**src/rtl/serial_add_arbiter.sv**
```systemverilog
// Bit-serial adder shared between two round-robin requesters.
// Operands are added LSB-first, one bit per cycle, through a single full-add datapath.
module serial_add_arbiter #(
    parameter int unsigned WIDTH = 8
) (
    input  logic             clk,
    input  logic             rst_n,
    input  logic             req0,
    input  logic [WIDTH-1:0] a0,
    input  logic [WIDTH-1:0] b0,
    input  logic             req1,
    input  logic [WIDTH-1:0] a1,
    input  logic [WIDTH-1:0] b1,
    output logic             gnt0,
    output logic             gnt1,
    output logic             busy,
    output logic             done,
    output logic             done_id,
    output logic [WIDTH-1:0] sum,
    output logic             cout
);

    localparam int unsigned CntW = (WIDTH > 2) ? $clog2(WIDTH) : 1;
    localparam logic [CntW-1:0] LastBit = CntW'(WIDTH - 1);

    typedef enum logic [1:0] {StIdle, StRun, StDone} state_e;

    state_e           state_q;
    logic [WIDTH-1:0] a_sh_q;
    logic [WIDTH-1:0] b_sh_q;
    logic [WIDTH-1:0] res_q;
    logic             carry_q;
    logic [CntW-1:0]  cnt_q;
    logic             owner_q;
    logic             last_id_q;

    // Shared datapath: two half adders and an OR form one full-add bit.
    logic p, g1, s, g2, carry_next;
    logic [WIDTH-1:0] res_next;

    always_comb begin
        p          = a_sh_q[0] ^ b_sh_q[0];
        g1         = a_sh_q[0] & b_sh_q[0];
        s          = p ^ carry_q;
        g2         = p & carry_q;
        carry_next = g1 | g2;
        res_next   = {s, res_q[WIDTH-1:1]};
    end

    // Requester 0 wins unless only requester 1 asks, or both ask and 0 was served last.
    logic pick1;
    assign pick1 = req1 && (!req0 || !last_id_q);

    always_ff @(posedge clk or negedge rst_n) begin
        if (!rst_n) begin
            state_q   <= StIdle;
            a_sh_q    <= '0;
            b_sh_q    <= '0;
            res_q     <= '0;
            carry_q   <= 1'b0;
            cnt_q     <= '0;
            owner_q   <= 1'b0;
            last_id_q <= 1'b1;
            gnt0      <= 1'b0;
            gnt1      <= 1'b0;
            busy      <= 1'b0;
            done      <= 1'b0;
            done_id   <= 1'b0;
            sum       <= '0;
            cout      <= 1'b0;
        end else begin
            unique case (state_q)
                StIdle: begin
                    if (req0 || req1) begin
                        a_sh_q    <= pick1 ? a1 : a0;
                        b_sh_q    <= pick1 ? b1 : b0;
                        res_q     <= '0;
                        carry_q   <= 1'b0;
                        cnt_q     <= '0;
                        owner_q   <= pick1;
                        last_id_q <= pick1;
                        gnt0      <= !pick1;
                        gnt1      <= pick1;
                        busy      <= 1'b1;
                        state_q   <= StRun;
                    end
                end
                StRun: begin
                    gnt0    <= 1'b0;
                    gnt1    <= 1'b0;
                    a_sh_q  <= a_sh_q >> 1;
                    b_sh_q  <= b_sh_q >> 1;
                    res_q   <= res_next;
                    carry_q <= carry_next;
                    cnt_q   <= cnt_q + 1'b1;
                    if (cnt_q == LastBit) begin
                        sum     <= res_next;
                        cout    <= carry_next;
                        done_id <= owner_q;
                        done    <= 1'b1;
                        state_q <= StDone;
                    end
                end
                StDone: begin
                    done    <= 1'b0;
                    busy    <= 1'b0;
                    carry_q <= 1'b0;
                    cnt_q   <= '0;
                    state_q <= StIdle;
                end
                default: state_q <= StIdle;
            endcase
        end
    end

endmodule
```
**config.mk**
```make
export PLATFORM = sky130hd
export DESIGN_NAME = serial_add_arbiter
export DESIGN_NICKNAME = d
export VERILOG_FILES = /design/src/rtl/serial_add_arbiter.sv
export SDC_FILE = /design/constraint.sdc
export NUM_CORES = 1
export LEC_CHECK = 0
export ABC_AREA = 1
export CAP_MARGIN = 20
export CORE_ASPECT_RATIO = 1.2
export CORE_MARGIN = 3
export CORE_UTILIZATION = 44
export DETAILED_ROUTE_END_ITERATION = 8
export PLACE_DENSITY = 0.85
export SETUP_SLACK_MARGIN = 0.5
export SKIP_CTS_REPAIR_TIMING = 1
export SLEW_MARGIN = 20
export SYNTH_ARGS = -nofsm -noshare
export SYNTH_HDL_FRONTEND = slang
export SYNTH_SLANG_ARGS = --single-unit
```
**constraint.sdc**
```tcl
create_clock -name clk -period 1.2 [get_ports clk]
set_input_delay 0.24 -clock clk [delete_from_list [all_inputs] [get_ports clk]]
set_output_delay 0.24 -clock clk [all_outputs]
set_load 0.05 [all_outputs]
```
Word level (Yosys, flattened, before mapping). Cells that the tools add are included. W data, S select, Z words.

$add $sub $neg: 1. Multipliers: 0. Div/mod/pow operators: 0. $lt $le $gt $ge: 0. Equality and inequality tests: 5. Shift operators: 0. Muxes and demuxes: 23. Bitwise gates (word level): 5. Reductions and logical operators: 18.

Operator list (count): $pmux W8 S2 (3); $mux W8 (5); $reduce_and A2 Y1 (7); $pmux W3 S3 (1); $pmux W1 S2 (4); $reduce_bool A2 Y1 (3); $mux W1 (5); $mux W2 (2); $ne A2 B2 Y1 const B (2); $pmux W2 S2 (1); $add A3 B1 Y3 const B (1); $eq A3 B3 Y1 const B (1); $logic_not A1 Y1 (3); $mux W3 (1); $pmux W1 S3 (1); $reduce_bool A3 Y1 (1); $and A1 B1 Y1 (2); $eq A2 B1 Y1 const B (1); $eq A2 B2 Y1 const B (1); $logic_not A2 Y1 (1); $logic_or A1 B1 Y1 (2); $xor A1 B1 Y1 (2); $logic_and A1 B1 Y1 (1); $or A1 B1 Y1 (1).

Register bits: 46. Bits in latches: 0. Memory bits (writable): 0. Memory bits (read-only): 0. Input bits: 36. Word-level logic and storage cells: 67. Memories: 0.

Depth between registers and ports, before layout.
Depth after elaboration: 6. Depth in mapped cells: 7. Gate-level depth less buffers: 7.

Worst setup path before layout. Ideal clock, no wire load.

Path kind: flip-flop to flip-flop. Start: register last_id_q. End: register a_sh_q[0]. Arrival: 1.126 ns. Data required time: 1.070 ns. Slack: -0.056 ns. Cell stages (with the launch flop): 7. Cells stage by stage: dfstp_2 nand2_1 nand2_1 inv_2 buf_4 nand3_1 nand4_1.

Cells in the longest elaborated chain, start to end: 6.

RTL lines: start: declaration (RTL line 35) `logic last_id_q;`; start signal: assignment (RTL line 81) `last_id_q <= pick1;`; $logic_not A1 Y1 (RTL line 52) `assign pick1 = req1 && (!req0 || !last_id_q);`; $logic_or A1 B1 Y1 (RTL line 52); $logic_and A1 B1 Y1 (RTL line 52); $mux W8 (RTL line 75) `a_sh_q <= pick1 ? a1 : a0;`; $mux W8 (RTL line 74) `if (req0 || req1) begin`; $pmux W8 S2 (RTL line 72) `unique case (state_q)`; end signal: assignment (RTL line 75); end signal: assignment (RTL line 91) `a_sh_q <= a_sh_q >> 1;`; end: declaration (RTL line 29) `logic [WIDTH-1:0] a_sh_q;`.

No other way between the ends. The select of a mux whose other input is x is not followed. A chain may end at the register's enable or synchronous reset.

Final worst setup path.
Start: register state_q[1]. End: register b_sh_q[0].

Cells in the longest elaborated chain, start to end: 3. Elaborated cells on any way between the ends: 6.

RTL lines: start: declaration (RTL line 28) `state_e state_q;`; start signal: assignment (RTL line 56) `state_q <= StIdle;`; start signal: assignment (RTL line 85) `state_q <= StRun;`; start signal: assignment (RTL line 101) `state_q <= StDone;`; $eq A2 B1 Y1 or $logic_not A2 Y1 (tied branches) (RTL line 72); $reduce_bool A2 Y1 (no source line) or $ne A2 B2 Y1 (tied branches); $reduce_and A2 Y1 (no source line); end signal: assignment (RTL line 76) `b_sh_q <= pick1 ? b1 : b0;`; end signal: assignment (RTL line 92) `b_sh_q <= b_sh_q >> 1;`; end: declaration (RTL line 30) `logic [WIDTH-1:0] b_sh_q;`.

Parallel ways exist; a longest one is shown, timed or not.

==> impl_metrics.py <==
metrics = {
    "setup_path": {
        "worst-path-max-fanout": 8,
        "critPathTopFamily": "flip-flops",
        "crit_start": "state_q[1]",
        "cpMostUsedCell": "nor2_1",
        "crit_cells": 7,
        "r2r_slack_ns": -0.05,
        "required_ns": 1.40,
        "crit_end": "b_sh_q[0]",
        "r2r-start": "state_q[1]",
        "cp_slowest_stage_delay_ns": 0.46,
        "reg2regPathDepth": 7,
        "cp_cell_sequence": "inv_4, nand2_8, buf_4, nand3_1, nand2_1, nor2_1, nor2_1",
        "crit_path_end_kind": "flop",
        "startpoint_type": "flop",
        "critPathArrivalTime_ns": 1.45,
        "r2r-end": "b_sh_q[0]",
        "path_class": "flop to flop",
        "cp_slowest_cell": "dfrtp_2",
        "critPathBufInv": 2,
    },
    "pwr": {
        "seqPwrFrac": 0.306,
        "peakVddDrop_uv": 1090,
        "power_frac_clock": 0.096,
        "p_leak_nw": 1.57,
        "power.density_mw_per_mm2": 2740,
        "swShare": 0.429,
        "comb_power_share": 0.597,
        "p_int_mw": 5.40,
        "p_switching_mw": 4.07,
    },
    "run_status": {
        "status": "finished with violations",
        "violations": "negative hold slack, negative setup slack",
    },
    "place": {
        "io_buffers": 49,
        "dpl.hpwl_mm": 3.85,
        "gp_congestion": 0.828,
        "place_area_mm2": 0.00309,
    },
    "final_layout": {
        "nNetsFinal": 349,
        "final_util": 0.746,
        "drive_gt1_frac": 0.431,
        "fillers": 288,
        "fin_area_mm2": 0.00345,
        "multi_input_area_mm2": 0.00105,
        "area_growth_syn_to_layout_pct": 62.8,
        "n_antenna_cell": 0,
        "regArea_mm2": 0.00115,
    },
    "sta": {
        "tightest_slew_ns": 0.240,
        "fin_crit_sh": 1.04,
        "rsz0062_at_grt": "yes",
        "fin_crit_ns": 1.25,
        "setup_slack_ns": -0.0457,
        "slew_viol_final": 0,
        "hold_slack_ns": -0.106,
        "finalHoldViolCount": 44,
        "finalClockSkew_ns": 0.00846,
        "timing.slew.headroom": 0.840,
        "setup_viol": 12,
        "fmax_mhz": 803,
    },
    "grt": {
        "grt_use_total": 0.188,
        "grt_max_degree": 46,
        "grt-ovfl-total": 0,
        "grt_pass1_wl_mm": 8.34,
        "first_global_vias": 1906,
        "grt_antenna_before_repair": 0,
    },
    "yosys": {
        "yosysWarnings": 0,
        "synth-seq-cells": 45,
        "syn_avg_cell_area_um2": 9.14,
        "synth_seq_area_share": 0.532,
        "synth_cell_types": 22,
        "synth_top_area_cell": "dfrtp_1",
        "ys_top_cells_by_area": "dfrtp_1 52%, nand2_1 10%, nand3_1 7.8%",
        "syn_inst": 232,
        "netlist.area_leader.share": 0.519,
        "synth_fp_nets": 271,
        "syn_area_mm2": 0.00212,
    },
    "route": {
        "postRouteAntennaNets": 0,
        "via_count": 1982,
        "dr.pass1.iters": 6,
        "wl_per_cell_um": 15.4,
        "vias_per_cell": 5.37,
        "wl_mm": 5.68,
        "drt_iter0_markers": 130,
        "drc": 0,
    },
    "floorplan": {
        "die_h_um": 82.1,
        "std_cell_rows": 27,
        "core_area_mm2": 0.00463,
        "die_w_um": 69.4,
        "start_util": 0.458,
        "ioPinCount": 50,
        "dieArea_mm2": 0.00569,
    },
    "clock_tree": {
        "clock_sinks": 45,
        "cts_tree": "done",
        "clk_pin_slew_ns": 0.09,
        "root_buffer": "clkbuf_8",
        "insertion_delay_ns": 0.30,
        "clockBufferDepth": 2,
        "h-tree-depth": 2,
        "cts_made_buffers": 5,
    },
    "min_path": {
        "hold_class": "primary input to asynchronous set/reset pin",
    },
    "flow_run": {
        "maxCapViolCount": 0,
    },
}
-- power by group through the flow --
stage	sequential [mW]	clock, mW	combinational (mW)
final	2.90	0.912	5.66
after global routing	2.96	1.02	6.09
after global placement	2.86	0	4.70
after detailed placement	2.90	0	4.86
after floorplan	3.45	0	2.33
after CTS	2.88	0.924	4.88
-- logic make-up (layout without fill, tap and decap cells) --
group | count (synthesis) | in the layout | share of synthesized area
buf+inv | 30 | 109 | 0.0779
fa+ha+maj | 3 | 3 | 0.0212
simple gates | 133 | 133 | 0.300
flops | 45 | 45 | 0.532
compound gates | 21 | 21 | 0.0696
-- per-layer routing --
metal,part of all wire,GRT usage,up-vias
met3,0.051,0.0453,24
li1,-,-,939
met2,0.53,0.338,72
met1,0.38,0.211,947
met5,0,0,-
met4,0.036,0.0879,0
-- synthesized netlist by cell type, drive strengths merged --
library cell,instances
dfrtp,44
nand2,62
o21ai,13
nand4,24
ha,2
nor2,14
o22ai,7
a21oi,1
nand3,33
buf,14
fa,1
dfstp,1
inv,16
-- registers in the layout (all words and copies together), names as in the netlist, 2 cells and up --
register	flops
b_sh_q	8
cnt_q	3
res_q	7
a_sh_q	8
state_q	2
sum	8
-- cells in the final DEF, fill, tap and decap left out, types with 6 or more instances in the layout --
cell type        instances
nand2_1                 38
clkdlybuf4s50_1         33
dfrtp_1                 28
nand4_1                 24
nand3_1                 21
buf_4                   21
buf_12                  19
dfrtp_2                 16
nand2_2                 13
nor2_1                  12
nand3_2                 11
o21ai_2                 11
inv_1                   10
nand2_4                  9
buf_6                    8
o22ai_1                  6
-- metrics by stage --
step                      cells  setup WS (ns)  TNS [ns]  total power, mW
after floorplan             232         0.0434         0             5.78
after global placement      350         -0.268     -7.52             7.56
after detailed placement    350         -0.307     -8.21             7.77
after CTS                   358        -0.0845    -0.373             8.68
after global routing        369        -0.0958     -1.06             10.1
final                       369        -0.0457    -0.313             9.47
-- worst min-delay path by stage --
stage / from / end
floorplan: rst_n / a_sh_q[0]
global placement: rst_n / done
detailed placement: rst_n / owner_q
CTS: rst_n / done
global route: rst_n / done
finish: rst_n / done
-- layout make-up --
class / count / share of cell area
tap: 58 / 0.0210
inverter: 16 / 0.0217
clock buffer: 6 / 0.0210
multi-input combinational: 157 / 0.304
clock inverter: 2 / 0.00290
timing repair buffer: 85 / 0.297
sequential: 45 / 0.332
No activity file was read; power rests on OpenSTA's default activity.
